File: src/rtl/gyro_pkt_pkg.sv
// Shared definitions for the gyro rx packetizer: FSM state encoding,
// header magic and field offsets, and the header beat builder.
package gyro_pkt_pkg;

  typedef enum logic [1:0] {
    S_IDLE   = 2'd0,
    S_HEADER = 2'd1,
    S_DATA   = 2'd2,
    S_PAD    = 2'd3
  } state_e;

  localparam logic [7:0] HDR_MAGIC     = 8'hA5;
  localparam int         HDR_W         = 48;
  localparam int         HDR_MAGIC_LSB = 40;
  localparam int         HDR_CH_LSB    = 37;
  localparam int         HDR_SEL_LSB   = 34;
  localparam int         HDR_SEQ_LSB   = 18;
  localparam int         CNT_W         = 14;

  function automatic logic [HDR_W-1:0] make_header(input logic [2:0]  ch,
                                                   input logic [2:0]  sel,
                                                   input logic [15:0] seq);
    logic [HDR_W-1:0] h;
    h = '0;
    h[HDR_MAGIC_LSB +: 8] = HDR_MAGIC;
    h[HDR_CH_LSB +: 3]    = ch;
    h[HDR_SEL_LSB +: 3]   = sel;
    h[HDR_SEQ_LSB +: 16]  = seq;
    return h;
  endfunction

endpackage

File: src/rtl/gyro_pkt_skid.sv
// Two-entry skid buffer with registered outputs; in_ready depends only on
// local state so the upstream never sees a combinational path from out_ready.
module gyro_pkt_skid #(
  parameter int W = 49
) (
  input  logic         clk,
  input  logic         rst,
  input  logic         in_valid,
  input  logic [W-1:0] in_data,
  output logic         in_ready,
  output logic         out_valid,
  input  logic         out_ready,
  output logic [W-1:0] out_data
);

  logic         out_valid_q, out_valid_d;
  logic [W-1:0] out_data_q, out_data_d;
  logic         skid_valid_q, skid_valid_d;
  logic [W-1:0] skid_data_q, skid_data_d;
  logic         in_fire;

  assign in_ready  = !skid_valid_q;
  assign in_fire   = in_valid && !skid_valid_q;
  assign out_valid = out_valid_q;
  assign out_data  = out_data_q;

  always_comb begin
    out_valid_d  = out_valid_q;
    out_data_d   = out_data_q;
    skid_valid_d = skid_valid_q;
    skid_data_d  = skid_data_q;
    if (!out_valid_q || out_ready) begin
      // Output register is free this cycle: drain the skid entry first.
      if (skid_valid_q) begin
        out_valid_d  = 1'b1;
        out_data_d   = skid_data_q;
        skid_valid_d = 1'b0;
      end else if (in_fire) begin
        out_valid_d = 1'b1;
        out_data_d  = in_data;
      end else begin
        out_valid_d = 1'b0;
      end
    end else if (in_fire) begin
      skid_valid_d = 1'b1;
      skid_data_d  = in_data;
    end
  end

  always_ff @(posedge clk or posedge rst) begin
    if (rst) begin
      out_valid_q  <= 1'b0;
      out_data_q   <= '0;
      skid_valid_q <= 1'b0;
      skid_data_q  <= '0;
    end else begin
      out_valid_q  <= out_valid_d;
      out_data_q   <= out_data_d;
      skid_valid_q <= skid_valid_d;
      skid_data_q  <= skid_data_d;
    end
  end

endmodule

File: src/rtl/gyro_rx_packetizer.sv
// Frames the rx sample stream into fixed-length packets (header + len beats)
// for the DMA, padding with zeros when enable drops mid-packet.
module gyro_rx_packetizer
  import gyro_pkt_pkg::*;
#(
  parameter int WD    = 48,
  parameter int SEQ_W = 16
) (
  input  logic             clk,
  input  logic             rst,
  input  logic             enable,
  input  logic             debug_clear,
  input  logic [2:0]       packet_sel,
  input  logic [2:0]       in_channel,
  input  logic [WD-1:0]    s_data,
  input  logic             s_valid,
  output logic             s_ready,
  output logic [WD-1:0]    m_tdata,
  output logic             m_tvalid,
  input  logic             m_tready,
  output logic             m_tlast,
  output logic [SEQ_W-1:0] pkt_seq,
  output logic [15:0]      drop_count,
  output logic             busy,
  output logic [1:0]       dbg_state_o
);

  localparam logic [1:0] ST_IDLE   = S_IDLE;
  localparam logic [1:0] ST_HEADER = S_HEADER;
  localparam logic [1:0] ST_DATA   = S_DATA;
  localparam logic [1:0] ST_PAD    = S_PAD;

  logic [1:0]       state_q, state_d;
  logic [CNT_W-1:0] cnt_q, cnt_d;
  logic [2:0]       sel_q, sel_d;
  logic [2:0]       ch_q, ch_d;
  logic [SEQ_W-1:0] pkt_seq_q, pkt_seq_d;
  logic [SEQ_W-1:0] hdr_seq_q, hdr_seq_d;
  logic [15:0]      drop_q, drop_d;

  logic             sk_in_valid, sk_in_ready;
  logic [WD:0]      sk_in_data, sk_out_data;
  logic             s_ready_int;
  logic             drop_inc;
  logic [CNT_W-1:0] last_idx;
  logic             at_last;
  logic [WD-1:0]    hdr_beat;

  assign last_idx = (14'd64 << sel_q) - 14'd1;
  assign at_last  = (cnt_q == last_idx);
  // Header carries the sequence number of the packet it opens, which is
  // ahead of pkt_seq while the previous tlast still sits in the skid buffer.
  assign hdr_beat = WD'(make_header(ch_q, sel_q, 16'(hdr_seq_q)));

  always_comb begin
    state_d     = state_q;
    cnt_d       = cnt_q;
    sel_d       = sel_q;
    ch_d        = ch_q;
    hdr_seq_d   = hdr_seq_q;
    sk_in_valid = 1'b0;
    sk_in_data  = '0;
    s_ready_int = 1'b0;
    drop_inc    = 1'b0;
    unique case (state_q)
      ST_IDLE: begin
        s_ready_int = 1'b1;
        drop_inc    = s_valid;
        if (enable) begin
          state_d = ST_HEADER;
          sel_d   = packet_sel;
          ch_d    = in_channel;
        end
      end
      ST_HEADER: begin
        sk_in_valid = 1'b1;
        sk_in_data  = {1'b0, hdr_beat};
        if (sk_in_ready) begin
          state_d   = enable ? ST_DATA : ST_PAD;
          hdr_seq_d = hdr_seq_q + SEQ_W'(1);
        end
      end
      ST_DATA: begin
        sk_in_valid = s_valid;
        sk_in_data  = {at_last, s_data};
        s_ready_int = sk_in_ready;
        if (s_valid && sk_in_ready) begin
          if (at_last) begin
            cnt_d = '0;
            if (enable) begin
              state_d = ST_HEADER;
              sel_d   = packet_sel;
              ch_d    = in_channel;
            end else begin
              state_d = ST_IDLE;
            end
          end else begin
            cnt_d = cnt_q + 14'd1;
            if (!enable) state_d = ST_PAD;
          end
        end else if (!enable) begin
          state_d = ST_PAD;
        end
      end
      ST_PAD: begin
        sk_in_valid = 1'b1;
        sk_in_data  = {at_last, {WD{1'b0}}};
        if (sk_in_ready) begin
          if (at_last) begin
            cnt_d   = '0;
            state_d = ST_IDLE;
          end else begin
            cnt_d = cnt_q + 14'd1;
          end
        end
      end
      default: state_d = ST_IDLE;
    endcase
  end

  always_comb begin
    pkt_seq_d = pkt_seq_q;
    if (m_tvalid && m_tready && m_tlast) pkt_seq_d = pkt_seq_q + SEQ_W'(1);
    drop_d = drop_q;
    if (debug_clear) drop_d = '0;
    else if (drop_inc && drop_q != 16'hFFFF) drop_d = drop_q + 16'd1;
  end

  always_ff @(posedge clk or posedge rst) begin
    if (rst) begin
      state_q   <= ST_IDLE;
      cnt_q     <= '0;
      sel_q     <= '0;
      ch_q      <= '0;
      pkt_seq_q <= '0;
      hdr_seq_q <= '0;
      drop_q    <= '0;
    end else begin
      state_q   <= state_d;
      cnt_q     <= cnt_d;
      sel_q     <= sel_d;
      ch_q      <= ch_d;
      pkt_seq_q <= pkt_seq_d;
      hdr_seq_q <= hdr_seq_d;
      drop_q    <= drop_d;
    end
  end

  gyro_pkt_skid #(.W(WD + 1)) u_skid (
    .clk       (clk),
    .rst       (rst),
    .in_valid  (sk_in_valid),
    .in_data   (sk_in_data),
    .in_ready  (sk_in_ready),
    .out_valid (m_tvalid),
    .out_ready (m_tready),
    .out_data  (sk_out_data)
  );

  assign m_tdata     = sk_out_data[WD-1:0];
  assign m_tlast     = sk_out_data[WD];
  assign s_ready     = s_ready_int && !rst;
  assign pkt_seq     = pkt_seq_q;
  assign drop_count  = drop_q;
  assign busy        = (state_q != ST_IDLE);
  assign dbg_state_o = state_q;

endmodule
File: config.mk
export PLATFORM = sky130hd
export DESIGN_NAME = gyro_rx_packetizer
export DESIGN_NICKNAME = d
export VERILOG_FILES = /design/src/rtl/gyro_pkt_pkg.sv /design/src/rtl/gyro_pkt_skid.sv /design/src/rtl/gyro_rx_packetizer.sv
export SDC_FILE = /design/constraint.sdc
export NUM_CORES = 1
export LEC_CHECK = 0
export BUFFER_PORTS_ARGS = -buffer_cell sky130_fd_sc_hd__buf_2
export CAP_MARGIN = 20
export CORE_UTILIZATION = 40
export CTS_BUF_LIST = sky130_fd_sc_hd__clkbuf_2 sky130_fd_sc_hd__clkbuf_4 sky130_fd_sc_hd__clkbuf_8
export CTS_CLUSTER_DIAMETER = 100
export DETAILED_ROUTE_END_ITERATION = 7
export HOLD_SLACK_MARGIN = 0.12
export SLEW_MARGIN = 0
export SYNTH_ARGS = -nofsm -noshare
export SYNTH_HDL_FRONTEND = slang
export SYNTH_HIERARCHICAL = 1
export SYNTH_SLANG_ARGS = --single-unit
File: constraint.sdc
create_clock -name clk -period 3.6 [get_ports clk]
set_input_delay 0.36 -clock clk [delete_from_list [all_inputs] [get_ports clk]]
set_output_delay 0.36 -clock clk [all_outputs]
set_load 0.01 [all_outputs]
* After elaboration in Yosys (flattened, before gate mapping)
Index checks and enable logic that the tools add are counted.
** Word-level totals
- Bits in registers :: 170
- Input bits :: 60
- Output and inout port bits :: 86
- Word-level logic and storage cells :: 88
** Cells by class
- Add/sub/neg operators :: 5
- Equality and inequality tests :: 11
- Shift operators :: 1
- Multiplexer cells :: 34
- Bitwise gates (word level) :: 2
- Reduce and logical (&&, ||, !) cells :: 24
** Operators by type and width (count)
- $pmux W49 S3 :: 1
- $mux W49 :: 2
- $add A16 B1 Y16 const B :: 3
- $mux W14 :: 3
- $mux W16 :: 2
- $pmux W14 S2 :: 1
- $mux W3 :: 6
- $ne A16 B16 Y1 const B :: 1
- $add A14 B1 Y14 const B :: 1
- $eq A14 B14 Y1 :: 1
- $mux W2 :: 7
- $shl A7 B3 Y14 const A :: 1
- $sub A14 B1 Y14 const B :: 1
- $ne A2 B2 Y1 const B :: 6
- $pmux W3 S2 :: 2
- $reduce_bool A2 Y1 :: 6
- $pmux W2 S4 :: 1
- $mux W1 :: 7
- $logic_and A1 B1 Y1 :: 6
- $reduce_and A2 Y1 :: 3
- $reduce_and A3 Y1 :: 2
- $eq A2 B2 Y1 const B :: 2
- $pmux W1 S2 :: 2
- $reduce_and A4 Y1 :: 1
- 6 further kinds :: 9

* Longest topological paths before layout
- Depth after elaboration :: 6
- Depth in mapped cells :: 9
- Depth with buffers taken out :: 7

* By module
Netlist, hierarchy kept.
** By module, submodules not included
- gyro_pkt_skid :: instances 1, cells an instance 271, area an instance 4317.9 µm², sequential area each 2502.4 µm²
- gyro_rx_packetizer :: instances 1, cells an instance 407, area an instance 3927.5 µm², sequential area each 1751.7 µm²

* Least setup slack after synthesis
OpenSTA, ideal clock, no wires.
- Path kind :: flip-flop to flip-flop
- Start :: register sel_q[1]
- End :: register u_skid.out_data_q[48] (netlist: u_skid/out_data[48])
- Setup time :: 0.125 ns
- Data arrival time :: 1.901 ns
- Data required time :: 3.475 ns
- Setup slack :: 1.574 ns
- Cell stages (with the launch flop) :: 10
- Path buffers :: 2
- Clock period less this slack :: 2.026 ns
- Cell sequence :: dfrtp_1 > buf_4 > xor2_1 > o22ai_1 > o21ai_2 > buf_2 > nor2_1 > and2_1 > mux2_2 > mux2_2
** Between the ends
- Longest elaborated chain between the ends :: 6
** Ends and longest elaborated chain
- start, declared :: RTL line gyro_rx_packetizer.sv:35 : logic [2:0] sel_q, sel_d;
- start signal, assigned :: RTL line gyro_rx_packetizer.sv:141 : sel_q <= sel_d;
- $shl A7 B3 Y14 :: RTL line gyro_rx_packetizer.sv:49 : assign last_idx = (14'd64 << sel_q) - 14'd1;
- $sub A14 B1 Y14 :: RTL line gyro_rx_packetizer.sv:49
- $eq A14 B14 Y1 :: RTL line gyro_rx_packetizer.sv:50 : assign at_last = (cnt_q == last_idx);
- $pmux W49 S3 :: RTL line gyro_rx_packetizer.sv:65 : unique case (state_q)
- via sk_in_data[48] :: RTL line gyro_rx_packetizer.sv:42 : logic [WD:0] sk_in_data, sk_out_data;
- $mux W49 :: RTL line gyro_pkt_skid.sv:38 : end else if (in_fire) begin
- $mux W49 :: RTL line gyro_pkt_skid.sv:34 : if (skid_valid_q) begin
- end signal, assigned :: RTL line gyro_pkt_skid.sv:58 : out_data_q <= out_data_d;
- end, declared :: RTL line gyro_pkt_skid.sv:17 : logic [W-1:0] out_data_q, out_data_d;
The timed path passes the listed nets, and every way through them passes these cells. The select of a mux whose other input is x is not followed.
A chain may end at the register's enable or synchronous reset.

* Worst setup path in the final report
- Start :: register u_skid.skid_valid_q
- End :: output port s_ready
** Between the ends
- Longest elaborated chain between the ends :: 3
** Ends and longest elaborated chain
- start, declared :: RTL line gyro_pkt_skid.sv:18 : logic skid_valid_q, skid_valid_d;
- start signal, assigned :: RTL line gyro_pkt_skid.sv:59 : skid_valid_q <= skid_valid_d;
- $logic_not A1 Y1 :: RTL line gyro_pkt_skid.sv:22 : assign in_ready = !skid_valid_q;
- via sk_in_ready :: RTL line gyro_rx_packetizer.sv:41 : logic sk_in_valid, sk_in_ready;
- $pmux W1 S2 :: RTL line gyro_rx_packetizer.sv:65
- $logic_and A1 B1 Y1 :: RTL line gyro_rx_packetizer.sv:162 : assign s_ready = s_ready_int && !rst;
- end, declared :: RTL line gyro_rx_packetizer.sv:17 : output logic s_ready,
The timed path passes the listed nets, and every way through them passes these cells.

==> reports/qor.txt <==
Seq/Total Area, Yosys: 51.6%
mapped cell area: 8250 µm²
root buf cell: clkbuf_8
Die Span Y: 146 µm
Final min period: 2590 ps
total track usage: 17.4%
Clock transition at path regs: 90 ps
hold path cells: 2
layout cells sized above 1: 41.6%
synth warn: 6
largest net degree at the start of global routing: 57
Post-Syn Nets: 742
CTS tree: done
clock skew: 17.7 ps
most common cell after layout, fill and taps aside: dfrtp_1
crit start category: flip-flop
drc violations: 0
Longest Clk Path Bufs: 2
CORE AREA: 20200 µm²
post-synth top area share: 51.6%
Fmax: 387 MHz
Finished Core Util: 47.4%
Peak supply drop: 0.000201 V
commonest non-fill, non-tap cells in the layout: 169 x dfrtp_1, 145 x buf_2, 144 x mux2_2
initial antenna violation count: 2
DR pass1 iterations: 4
WHS: 149 ps
I/O Buffers: 145
Pins Over Slew Limit: 0
Post-CTS Resized: 0
wire per inst: 16.1 µm
die area: 21200 µm²
fin crit share: 71.8%
Syn Area/Cell: 12.2 µm²
Post-CTS Setup Repair Bufs: 0
worst skew pair latency: 450 ps
Leakage: 4.87 nW
post-synth cell types: 53
Remaining Overflow, GRT: 0
Hold Crit Class: primary input to flip-flop
Final setup viols: 0
Vias: 5522
Post-Route WL: 17.6 mm
power density cells: 375 nW/µm²
cts bufs inserted: 17
critical path capture point type: output pin
vias in the first global route: 5473
RSZ-0062 raised after global routing: false
H-Tree Depth: 4
final hold viol count: 0
Antenna Nets Post-Route: 0
site row count: 52
crit-path max FO: 35
dpl hpwl: 12.2 mm
Max-Cap Viols: 0
CTS Hold Bufs: 1
ys flop type: dfrtp_1
I/O pins: 146
synthesized flop and latch total: 170
top post-synthesis cells by area: dfrtp_1 52%, mux2_2 20%, xnor2_1 2.8%
R2R depth: 3
Area growth syn-to-layout: 16.3%
Post-synth EDFFs: 0
clk sinks: 170
critical path class: flip-flop to output pin
Post-synth ARST share: 100%
Syn Inst Count: 678
Slew HR: 43.3%
GP Congestion: 0.786
Initial Util: 40.7%
post-DR vias/cell: 5.05
outcome: finished, final reports clean
CP required: 3240 ps
Arr. time, crit path: 2230 ps
drt initial violations: 253
Die X-Extent: 146 µm
largest area contributor in the netlist: dfrtp_1
Total Neg Setup Slack: 0 ps
Worst Tran Pin Value: 850 ps
Layout Nets: 879
first-pass GRT wire length: 29.3 mm
routing by layer:
layer,track usage [%],wire length [µm],vias to the layer above
li1,-,-,2686
met1,24.6,8660,2689
met2,26.5,7860,138
met3,4.73,982,9
met4,4.74,132,0
met5,0,0,-
cell type report:
| cell class | count | area [µm²] |
|---|---|---|
| sequential | 170 | 4260 |
| antenna | 2 | 5.00 |
| tap | 270 | 338 |
| timing repair buffer | 156 | 823 |
| clock inverter | 8 | 126 |
| fill | 1871 | 10600 |
| multi-input combinational | 464 | 3770 |
| clock buffer | 18 | 241 |
| inverter | 6 | 25.0 |
per-stage QoR:
step                setup slack, ps  power [mW]  cell area (µm²)  instances
finish                         1010        3.59             9590       1094
global route                    837        3.75             9580       1092
CTS                             947        3.65             9580       1092
detailed placement             1060        2.30             9210       1065
global placement               1090        2.30             9210       1065
floorplan                       621        2.21             8250        678
worst max-delay path: stages, from the launching register on:
cell,delay [ps]
dfrtp_2,940
inv_1,390
inv_1,200
a211oi_1,90
buf_2,160
kinds of logic after synthesis:
| logic type | count (synthesis) | synth area share, % |
|---|---|---|
| simple gates | 183 | 11.8 |
| flops | 170 | 51.6 |
| mux | 158 | 21.5 |
| compound gates | 70 | 6.45 |
| xor+xnor | 49 | 5.20 |
| buf+inv | 44 | 2.84 |
| fa+ha+maj | 4 | 0.607 |
synth_stat cells, drive strengths merged (13+ instances only):
cell type,instances
and2,26
clkbuf,13
nand3,18
xnor2,26
buf,25
nor2,31
a22o,21
xor2,23
o21ai,17
nand4,20
mux2,154
nand2,45
dfrtp,170
power breakdown:
part / leakage (nW) / internal [mW] / switching [mW]
clock: 0.190 / 0.673 / 0.663
sequential: 2.32 / 1.95 / 0.0556
combinational: 2.36 / 0.107 / 0.147
sequential cells by signal, indices dropped and copies added (netlist names):
| register | count |
|---|---|
| ch_q | 3 |
| u_skid/out_valid | 1 |
| sel_q | 3 |
| u_skid/out_data | 49 |
| cnt_q | 14 |
| pkt_seq | 16 |
| dbg_state_o | 2 |
| drop_count | 16 |
| u_skid/skid_data_q | 49 |
| u_skid/skid_valid_q | 1 |
| hdr_seq_q | 16 |
worst paths after layout:
check / slack, ps / to / startpoint
hold / removal: 150 / ch_q[0] / in_channel[0]
setup / recovery: 1010 / s_ready / u_skid/skid_valid_q
setup reg to reg: 1100 / u_skid/out_data[46] / u_skid/skid_valid_q
max in group asynchronous: 2170 / u_skid/skid_data_q[21] / rst
min in group asynchronous: 600 / u_skid/out_data[45] / rst
hold reg to reg: 470 / pkt_seq[15] / pkt_seq[15]
(Power assumes the default switching activity.)
